==> config.mk <==
export PLATFORM = sky130hd
export DESIGN_NAME = igen_pipe_flat
export DESIGN_NICKNAME = d
export VERILOG_FILES = /design/src/rtl/igen_pipe_pkg.sv /design/src/rtl/igen_pipe_if.sv /design/src/rtl/igen_pipe_core.sv /design/src/rtl/igen_pipe.sv /design/src/flat_wrapper.sv
export SDC_FILE = /design/constraint.sdc
export NUM_CORES = 1
export LEC_CHECK = 0
export CORE_ASPECT_RATIO = 1.1
export CORE_UTILIZATION = 63
export DETAILED_ROUTE_END_ITERATION = 8
export DONT_BUFFER_PORTS = 1
export PLACE_DENSITY = 0.81
export SYNTH_ARGS = -nofsm -noshare
export SYNTH_HDL_FRONTEND = slang
export SYNTH_HIERARCHICAL = 1
export SYNTH_SLANG_ARGS = --single-unit
==> constraint.sdc <==
create_clock -name clk_i -period 14.6 [get_ports clk_i]
set_input_delay 0.73 -clock clk_i [delete_from_list [all_inputs] [get_ports clk_i]]
set_output_delay 0.73 -clock clk_i [all_outputs]
set_load 0.02 [all_outputs]
==> src/rtl/igen_pipe_pkg.sv <==
`default_nettype none
// ============================================================================
//  Module  : igen_pipe_pkg
//  Brief   : Shared types and opcode constants for the immediate generator.
//  Revision: 1.0 - initial release
// ============================================================================
package igen_pipe_pkg;

  // Immediate format reported alongside each decoded beat
  typedef enum logic [2:0] {
    FMT_NONE = 3'd0,
    FMT_I    = 3'd1,
    FMT_S    = 3'd2,
    FMT_B    = 3'd3,
    FMT_U    = 3'd4,
    FMT_J    = 3'd5,
    FMT_Z    = 3'd6
  } imm_fmt_e;

  // RV base opcodes (insn[6:0])
  localparam logic [6:0] OPC_LOAD   = 7'h03;
  localparam logic [6:0] OPC_FENCE  = 7'h0F;
  localparam logic [6:0] OPC_IMM    = 7'h13;
  localparam logic [6:0] OPC_AUIPC  = 7'h17;
  localparam logic [6:0] OPC_STORE  = 7'h23;
  localparam logic [6:0] OPC_R_TYPE = 7'h33;
  localparam logic [6:0] OPC_LUI    = 7'h37;
  localparam logic [6:0] OPC_BRANCH = 7'h63;
  localparam logic [6:0] OPC_JALR   = 7'h67;
  localparam logic [6:0] OPC_JAL    = 7'h6F;
  localparam logic [6:0] OPC_SYSTEM = 7'h73;

  // Beat storage is sized for the widest legal configuration; narrower
  // instances keep only the low bits live.
  localparam int BEAT_AW = 64;
  localparam int BEAT_DW = 32;
  localparam int BEAT_XL = 64;

  typedef struct packed {
    logic [BEAT_AW-1:0] pc;
    logic [BEAT_DW-1:0] insn;
    logic [BEAT_XL-1:0] imm;
    imm_fmt_e           fmt;
    logic               illegal;
  } dec_beat_t;

endpackage
`default_nettype wire

==> src/rtl/igen_pipe_if.sv <==
`default_nettype none
// ============================================================================
//  Module  : igen_pipe_if
//  Brief   : Input/output handshake bundle of the immediate generator.
//  Revision: 1.0 - initial release
// ============================================================================
interface igen_pipe_if
  import igen_pipe_pkg::*;
#(
  parameter int AWIDTH = 32,
  parameter int DWIDTH = 32,
  parameter int XLEN   = 32
) ();

  logic              flush_i;
  logic              in_valid_i;
  logic              in_ready_o;
  logic [AWIDTH-1:0] pc_i;
  logic [DWIDTH-1:0] insn_i;
  logic              out_valid_o;
  logic              out_ready_i;
  logic [AWIDTH-1:0] out_pc_o;
  logic [DWIDTH-1:0] out_insn_o;
  logic [XLEN-1:0]   imm_o;
  imm_fmt_e          imm_fmt_o;
  logic              illegal_o;

  // Upstream/downstream environment view
  modport master (
    output flush_i, in_valid_i, pc_i, insn_i, out_ready_i,
    input  in_ready_o, out_valid_o, out_pc_o, out_insn_o, imm_o, imm_fmt_o, illegal_o
  );

  // Generator view
  modport slave (
    input  flush_i, in_valid_i, pc_i, insn_i, out_ready_i,
    output in_ready_o, out_valid_o, out_pc_o, out_insn_o, imm_o, imm_fmt_o, illegal_o
  );

endinterface
`default_nettype wire

==> src/rtl/igen_pipe_core.sv <==
`default_nettype none
// ============================================================================
//  Module  : igen_core
//  Brief   : Combinational opcode classifier and immediate extractor.
//  Revision: 1.0 - initial release
// ============================================================================
module igen_core
  import igen_pipe_pkg::*;
#(
  parameter int XLEN = 32
) (
  input  logic [31:0]     i_insn,
  output logic [XLEN-1:0] o_imm,
  output imm_fmt_e        o_fmt,
  output logic            o_illegal
);

  // Decode opcode; signed casts sign-extend each raw field to XLEN
  always_comb begin
    o_imm     = '0;
    o_fmt     = FMT_NONE;
    o_illegal = 1'b0;
    unique case (i_insn[6:0])
      OPC_R_TYPE: ;
      OPC_IMM, OPC_LOAD, OPC_JALR, OPC_FENCE: begin
        o_fmt = FMT_I;
        o_imm = XLEN'($signed(i_insn[31:20]));
      end
      OPC_STORE: begin
        o_fmt = FMT_S;
        o_imm = XLEN'($signed({i_insn[31:25], i_insn[11:7]}));
      end
      OPC_BRANCH: begin
        o_fmt = FMT_B;
        o_imm = XLEN'($signed({i_insn[31], i_insn[7], i_insn[30:25], i_insn[11:8], 1'b0}));
      end
      OPC_JAL: begin
        o_fmt = FMT_J;
        o_imm = XLEN'($signed({i_insn[31], i_insn[19:12], i_insn[20], i_insn[30:21], 1'b0}));
      end
      OPC_LUI, OPC_AUIPC: begin
        o_fmt = FMT_U;
        o_imm = XLEN'($signed({i_insn[31:12], 12'b0}));
      end
      OPC_SYSTEM: begin
        o_fmt = FMT_Z;
        o_imm = XLEN'(i_insn[19:15]);
      end
      default: o_illegal = 1'b1;
    endcase
  end

endmodule
`default_nettype wire

==> src/rtl/igen_pipe.sv <==
`default_nettype none
// ============================================================================
//  Module  : igen_pipe
//  Brief   : Registered immediate generator with 2-entry skid and flush.
//  Revision: 1.0 - initial release
// ============================================================================
module igen_pipe
  import igen_pipe_pkg::*;
#(
  parameter int DWIDTH = 32,
  parameter int AWIDTH = 32,
  parameter int XLEN   = 32
) (
  input  logic      clk_i,
  input  logic      rst_ni,
  igen_pipe_if.slave bus
);

  if (XLEN != 32 && XLEN != 64) begin : g_bad_xlen
    $fatal(1, "igen_pipe: XLEN must be 32 or 64");
  end
  if (DWIDTH != BEAT_DW || AWIDTH > BEAT_AW || AWIDTH < 1) begin : g_bad_width
    $fatal(1, "igen_pipe: unsupported DWIDTH/AWIDTH");
  end

  logic [XLEN-1:0] w_imm;
  imm_fmt_e        w_fmt;
  logic            w_illegal;
  dec_beat_t       w_new;
  logic            w_adv;
  logic            w_accept;

  dec_beat_t r_out;
  dec_beat_t r_skid;
  logic      r_out_valid;
  logic      r_skid_valid;

  igen_core #(.XLEN(XLEN)) u_core (
    .i_insn    (bus.insn_i),
    .o_imm     (w_imm),
    .o_fmt     (w_fmt),
    .o_illegal (w_illegal)
  );

  // Assemble the incoming beat with its decode result
  always_comb begin
    w_new         = '0;
    w_new.pc      = BEAT_AW'(bus.pc_i);
    w_new.insn    = bus.insn_i;
    w_new.imm     = BEAT_XL'(w_imm);
    w_new.fmt     = w_fmt;
    w_new.illegal = w_illegal;
  end

  // Output stage may advance when empty or being consumed; ready depends only on skid state
  assign w_adv    = !r_out_valid || bus.out_ready_i;
  assign w_accept = bus.in_valid_i && !r_skid_valid;

  // Valid bits: flush wins, skid drains before any new beat is taken
  always_ff @(posedge clk_i or negedge rst_ni) begin
    if (!rst_ni) begin
      r_out_valid  <= 1'b0;
      r_skid_valid <= 1'b0;
    end else if (bus.flush_i) begin
      r_out_valid  <= 1'b0;
      r_skid_valid <= 1'b0;
    end else if (w_adv) begin
      r_out_valid  <= r_skid_valid || w_accept;
      r_skid_valid <= 1'b0;
    end else if (w_accept) begin
      r_skid_valid <= 1'b1;
    end
  end

  // Output payload is reset so idle outputs read as zero / FMT_NONE
  always_ff @(posedge clk_i or negedge rst_ni) begin
    if (!rst_ni) begin
      r_out <= '0;
    end else if (!bus.flush_i && w_adv) begin
      if (r_skid_valid) begin
        r_out <= r_skid;
      end else if (w_accept) begin
        r_out <= w_new;
      end
    end
  end

  // Skid payload only captures while the output is stalled; valid bit guards it
  always_ff @(posedge clk_i) begin
    if (!bus.flush_i && !w_adv && w_accept) begin
      r_skid <= w_new;
    end
  end

  // Upper storage bits are dead in narrow configurations
  if (XLEN < BEAT_XL) begin : g_imm_pad
    logic w_unused_imm;
    assign w_unused_imm = ^r_out.imm[BEAT_XL-1:XLEN];
  end
  if (AWIDTH < BEAT_AW) begin : g_pc_pad
    logic w_unused_pc;
    assign w_unused_pc = ^r_out.pc[BEAT_AW-1:AWIDTH];
  end

  assign bus.in_ready_o  = !r_skid_valid;
  assign bus.out_valid_o = r_out_valid;
  assign bus.out_pc_o    = r_out.pc[AWIDTH-1:0];
  assign bus.out_insn_o  = r_out.insn;
  assign bus.imm_o       = r_out.imm[XLEN-1:0];
  assign bus.imm_fmt_o   = r_out.fmt;
  assign bus.illegal_o   = r_out.illegal;

  // A stalled upstream beat must keep its payload until taken
  a_in_stable: assert property (@(posedge clk_i) disable iff (!rst_ni)
    (bus.in_valid_i && !bus.in_ready_o && !bus.flush_i) |=>
      (!bus.in_valid_i || ($stable(bus.pc_i) && $stable(bus.insn_i))))
    else $error("igen_pipe: input payload changed while stalled");

endmodule
`default_nettype wire
==> src/flat_wrapper.sv <==
// flat-port wrapper written by rule: the top's interface ports become plain ports
module igen_pipe_flat import igen_pipe_pkg::*;
#(
  parameter int DWIDTH = 32,
  parameter int AWIDTH = 32,
  parameter int XLEN   = 32
)
  (clk_i, rst_ni, bus_flush_i, bus_in_valid_i, bus_pc_i, bus_insn_i, bus_out_ready_i, bus_in_ready_o, bus_out_valid_o, bus_out_pc_o, bus_out_insn_o, bus_imm_o, bus_imm_fmt_o, bus_illegal_o);
  igen_pipe_if #(.AWIDTH(AWIDTH), .DWIDTH(DWIDTH), .XLEN(XLEN)) bus_i ();
  input  logic clk_i;
  input  logic rst_ni;
  input wire logic [$bits(bus_i.flush_i)-1:0] bus_flush_i;
  input wire logic [$bits(bus_i.in_valid_i)-1:0] bus_in_valid_i;
  input wire logic [$bits(bus_i.pc_i)-1:0] bus_pc_i;
  input wire logic [$bits(bus_i.insn_i)-1:0] bus_insn_i;
  input wire logic [$bits(bus_i.out_ready_i)-1:0] bus_out_ready_i;
  output wire logic [$bits(bus_i.in_ready_o)-1:0] bus_in_ready_o;
  output wire logic [$bits(bus_i.out_valid_o)-1:0] bus_out_valid_o;
  output wire logic [$bits(bus_i.out_pc_o)-1:0] bus_out_pc_o;
  output wire logic [$bits(bus_i.out_insn_o)-1:0] bus_out_insn_o;
  output wire logic [$bits(bus_i.imm_o)-1:0] bus_imm_o;
  output wire logic [$bits(bus_i.imm_fmt_o)-1:0] bus_imm_fmt_o;
  output wire logic [$bits(bus_i.illegal_o)-1:0] bus_illegal_o;
  assign bus_i.flush_i = bus_flush_i;
  assign bus_i.in_valid_i = bus_in_valid_i;
  assign bus_i.pc_i = bus_pc_i;
  assign bus_i.insn_i = bus_insn_i;
  assign bus_i.out_ready_i = bus_out_ready_i;
  assign bus_in_ready_o = bus_i.in_ready_o;
  assign bus_out_valid_o = bus_i.out_valid_o;
  assign bus_out_pc_o = bus_i.out_pc_o;
  assign bus_out_insn_o = bus_i.out_insn_o;
  assign bus_imm_o = bus_i.imm_o;
  assign bus_imm_fmt_o = bus_i.imm_fmt_o;
  assign bus_illegal_o = bus_i.illegal_o;
  igen_pipe #(.DWIDTH(DWIDTH), .AWIDTH(AWIDTH), .XLEN(XLEN)) u_core (.clk_i(clk_i), .rst_ni(rst_ni), .bus(bus_i));
endmodule
==> impl_metrics.py <==
metrics = {
    "floorplanning": {
        "fp.coreArea_um2": 14450,
        "die_width_um": 118.1,
        "io-pin-count": 171,
        "row_count": 46,
        "die_height_um": 129.7,
        "initial_core_util": 0.6467,
        "fp.dieArea_um2": 15320,
    },
    "clock_tree": {
        "total_number_of_clock_tree_sinks": 202,
        "post_cts.repair.setup_buffers": 0,
        "htreeDepth": 1,
        "post_cts_resize_count": 0,
        "tritoncts.num_buffers": 21,
        "clock_insertion_delay_worst_skew_ns": 0.49,
        "clk_pin_slew_ns": 0.06,
        "ctsHoldBuffers": 1,
        "cts_root_buf": "sky130_fd_sc_hd__clkbuf_16",
        "cts_tree": "built",
        "maximum_root_to_sink_buffer_count": 3,
    },
    "global_route": {
        "grt_pass1_vias": 4997,
        "wire_length_of_the_first_global_routing_pass_um": 28720,
        "track_usage": 0.2424,
        "grt_max_degree": 103,
        "overflow": 0,
        "initial_antenna_violation_count": 0,
    },
    "yosys": {
        "synth.net_count": 621,
        "netlist.top_cell.by_area": "sky130_fd_sc_hd__edfxtp_1",
        "post_synth.cell_area_avg_um2": 16.93,
        "postSynth.asyncResetShare": 0.5050,
        "yosys_most_used_dff": "sky130_fd_sc_hd__dfrtp_1",
        "syn_inst": 552,
        "synth_top_cell_area_share": 0.3214,
        "synth_seq_area_share": 0.5946,
        "mappedNetlistArea_um2": 9343,
        "yosys_warnings": 6,
        "post_synth_main_area_contributors": "sky130_fd_sc_hd__edfxtp_1 32%, sky130_fd_sc_hd__dfrtp_1 27%, sky130_fd_sc_hd__mux2_4 16%, sky130_fd_sc_hd__mux2_1 9.4%, sky130_fd_sc_hd__mux2_2 2.7%",
        "most_used_standard_cells_in_the_synthesized_netlist": "102 x sky130_fd_sc_hd__dfrtp_1, 100 x sky130_fd_sc_hd__edfxtp_1, 100 x sky130_fd_sc_hd__mux2_4",
        "post-synth-top-count-cell": "sky130_fd_sc_hd__dfrtp_1",
        "synth_edf_count": 100,
        "number_of_storage_elements_in_the_synthesis_netlist": 202,
        "post_synth_num_cell_types": 49,
    },
    "placed_design": {
        "dpl.cell_count": 718,
        "placed_cell_area_um2": 9239,
        "port-buffer-count": 0,
        "hpwl_after_detailed_placement_um": 11660,
        "final_gp_congestion": 0.9050,
    },
    "critical_path": {
        "crit_buf_inv": 1,
        "critical_path_start_end_classification": "register to register",
        "worstPathCellList": "buf_4 > mux2_1 > mux2_4",
        "critical_path_depth": 3,
        "cpLargestDelayFamily": "flip-flops",
        "cp.required_ns": 14.97,
        "cp_slowest_stage_delay_ns": 0.81,
        "ff2ff_path_depth": 3,
        "cp_slowest_cell": "sky130_fd_sc_hd__dfrtp_4",
        "cp.arrival_ns": 2.81,
        "timing.critical_path.from_type": "register",
        "critPathMaxFanout": 60,
        "cp-end-kind": "register",
    },
    "timing": {
        "final_hold_viol_count": 0,
        "drv_slew": 0,
        "clock_skew_ns": 0.004689,
        "rsz_0062_raised_after_global_routing": "false",
        "final_setup_violating_endpoints": 0,
        "achievable-frequency_ghz": 0.4096,
        "sum_of_negative_setup_slack_ns": 0,
        "worst-slew-pin-transition_ns": 0.9697,
        "period_share": 0.1672,
        "fin_crit_ns": 2.441,
        "worst_slew_margin_rel": 0.3536,
    },
    "detailed_routing": {
        "routed_wire_length_per_instance_um": 24.06,
        "remaining_antenna_violation_count": 0,
        "vias_per_cell": 6.140,
        "route.detailed.drc": 0,
        "drtIter0Drc": 378,
        "totalWireLength_um": 18190,
        "vias": 4642,
        "first_pass_drt_iterations": 7,
    },
    "pwr": {
        "ir_worst_vdd_mv": 0.09270,
        "power.density_nw_per_um2": 137.0,
        "cellLeakagePower_nw": 4.044,
    },
    "job": {
        "maxCapViolCount": 0,
    },
    "finish": {
        "final_area_um2": 9931,
        "fin_nets": 619,
        "layoutNonFillerInstCount": 756,
        "area_growth_syn_to_layout_pct": 6.294,
        "drive_above_1_share": 0.3298,
        "antenna-diode-count": 0,
        "n_fill_cell": 932,
    },
    "run_status": {
        "status": "finished clean",
    },
    "min_path": {
        "worst_hold_path_type": "input port to asynchronous set/reset pin",
    },
}
layer usage:
layer | wire length [µm] | up-vias | part of all wire | track usage
li1 | - | 2034 | - | -
met1 | 7376 | 2397 | 0.41 | 0.3096
met2 | 9009 | 184 | 0.50 | 0.4048
met3 | 1509 | 27 | 0.083 | 0.07474
met4 | 293 | 0 | 0.016 | 0.06712
met5 | 0 | - | 0 | 0
cell families (layout without fill, tap and decap cells):
kind of cell / count (synthesis) / after routing / share of synthesized area
buffers and inverters: 42 / 54 / 0.04701
AO/OA/AOI/OAI: 54 / 54 / 0.04085
flip-flops: 202 / 202 / 0.5946
multiplexers: 200 / 200 / 0.2812
AND/OR/NAND/NOR: 54 / 54 / 0.03629
final timing paths:
check	from	end	slack [ns]
max reg2reg	u_core/r_skid_valid	u_core/bus.out_insn_o[18]	12.16
min reg2reg	u_core/r_skid[9]	u_core/bus.imm_o[5]	0.58
max	u_core/r_skid_valid	u_core/bus.out_insn_o[18]	12.16
min in group clk_i	bus_flush_i	u_core/bus.out_valid_o	0.30
max in group asynchronous	rst_ni	u_core/bus.out_insn_o[10]	13.99
min	rst_ni	u_core/bus.out_insn_o[24]	0.14
stage by stage:
stage	hold slack (ns)	total power, mW	utilization	worst slack [ns]
6_report	0.1445	1.360	0.6874	12.16
5_1_grt	0.1902	1.406	0.6874	12.03
4_1_cts	0.2021	1.373	0.6874	12.15
3_5_place_dp	0.4382	0.8506	0.6395	12.11
3_3_place_gp	0.4372	0.8430	0.6395	12.19
2_1_floorplan	0.4344	0.8342	-	2.614
flip-flops by register name, indices dropped and copies added (netlist names):
register and flops:
u_core/bus.out_pc_o 32, u_core/bus.out_valid_o 1, u_core/bus.illegal_o 1, u_core/bus.imm_fmt_o 3, u_core/bus.imm_o 32, u_core/bus.out_insn_o 32
u_core/r_skid_valid 1, u_core/r_skid 100
report_power, final:
group | internal, mW | total, mW | switching (mW)
registers | 0.643 | 0.730 | 0.0877
clock network | 0.302 | 0.513 | 0.211
logic | 0.0736 | 0.116 | 0.0429
placed cells by master (no fill, tap or decap), types with 2 or more instances in the layout:
cell	count
sky130_fd_sc_hd__a21o_2	11
sky130_fd_sc_hd__inv_1	11
sky130_fd_sc_hd__nand3_1	2
sky130_fd_sc_hd__clkinv_2	6
sky130_fd_sc_hd__mux2_1	78
sky130_fd_sc_hd__edfxtp_1	100
sky130_fd_sc_hd__and3_1	2
sky130_fd_sc_hd__o21ai_0	12
sky130_fd_sc_hd__clkbuf_1	3
sky130_fd_sc_hd__clkbuf_8	4
sky130_fd_sc_hd__a21oi_1	14
sky130_fd_sc_hd__and2b_1	2
sky130_fd_sc_hd__nand2_1	7
sky130_fd_sc_hd__clkbuf_16	21
sky130_fd_sc_hd__nor2_1	7
sky130_fd_sc_hd__dfrtp_1	101
sky130_fd_sc_hd__nor2_2	2
sky130_fd_sc_hd__and2_1	7
sky130_fd_sc_hd__nor3_1	3
sky130_fd_sc_hd__mux2_4	100
sky130_fd_sc_hd__nor2b_1	8
sky130_fd_sc_hd__buf_4	5
sky130_fd_sc_hd__nor4_1	2
sky130_fd_sc_hd__o2bb2ai_1	4
sky130_fd_sc_hd__mux2_2	22
area by class of cell:
type / count / area (µm²) / share of cell area
Sequential cell: 202 / 5559 / 0.5598
Clock buffer: 28 / 591.8 / 0.05959
Timing Repair Buffer: 6 / 65.06 / 0.006552
Inverter: 11 / 41.29 / 0.004158
Multi-Input combinational cell: 308 / 3361 / 0.3384
Clock inverter: 9 / 72.57 / 0.007308
Tap cell: 192 / 240.2 / 0.02419
No activity file was read; power rests on OpenSTA's default activity.
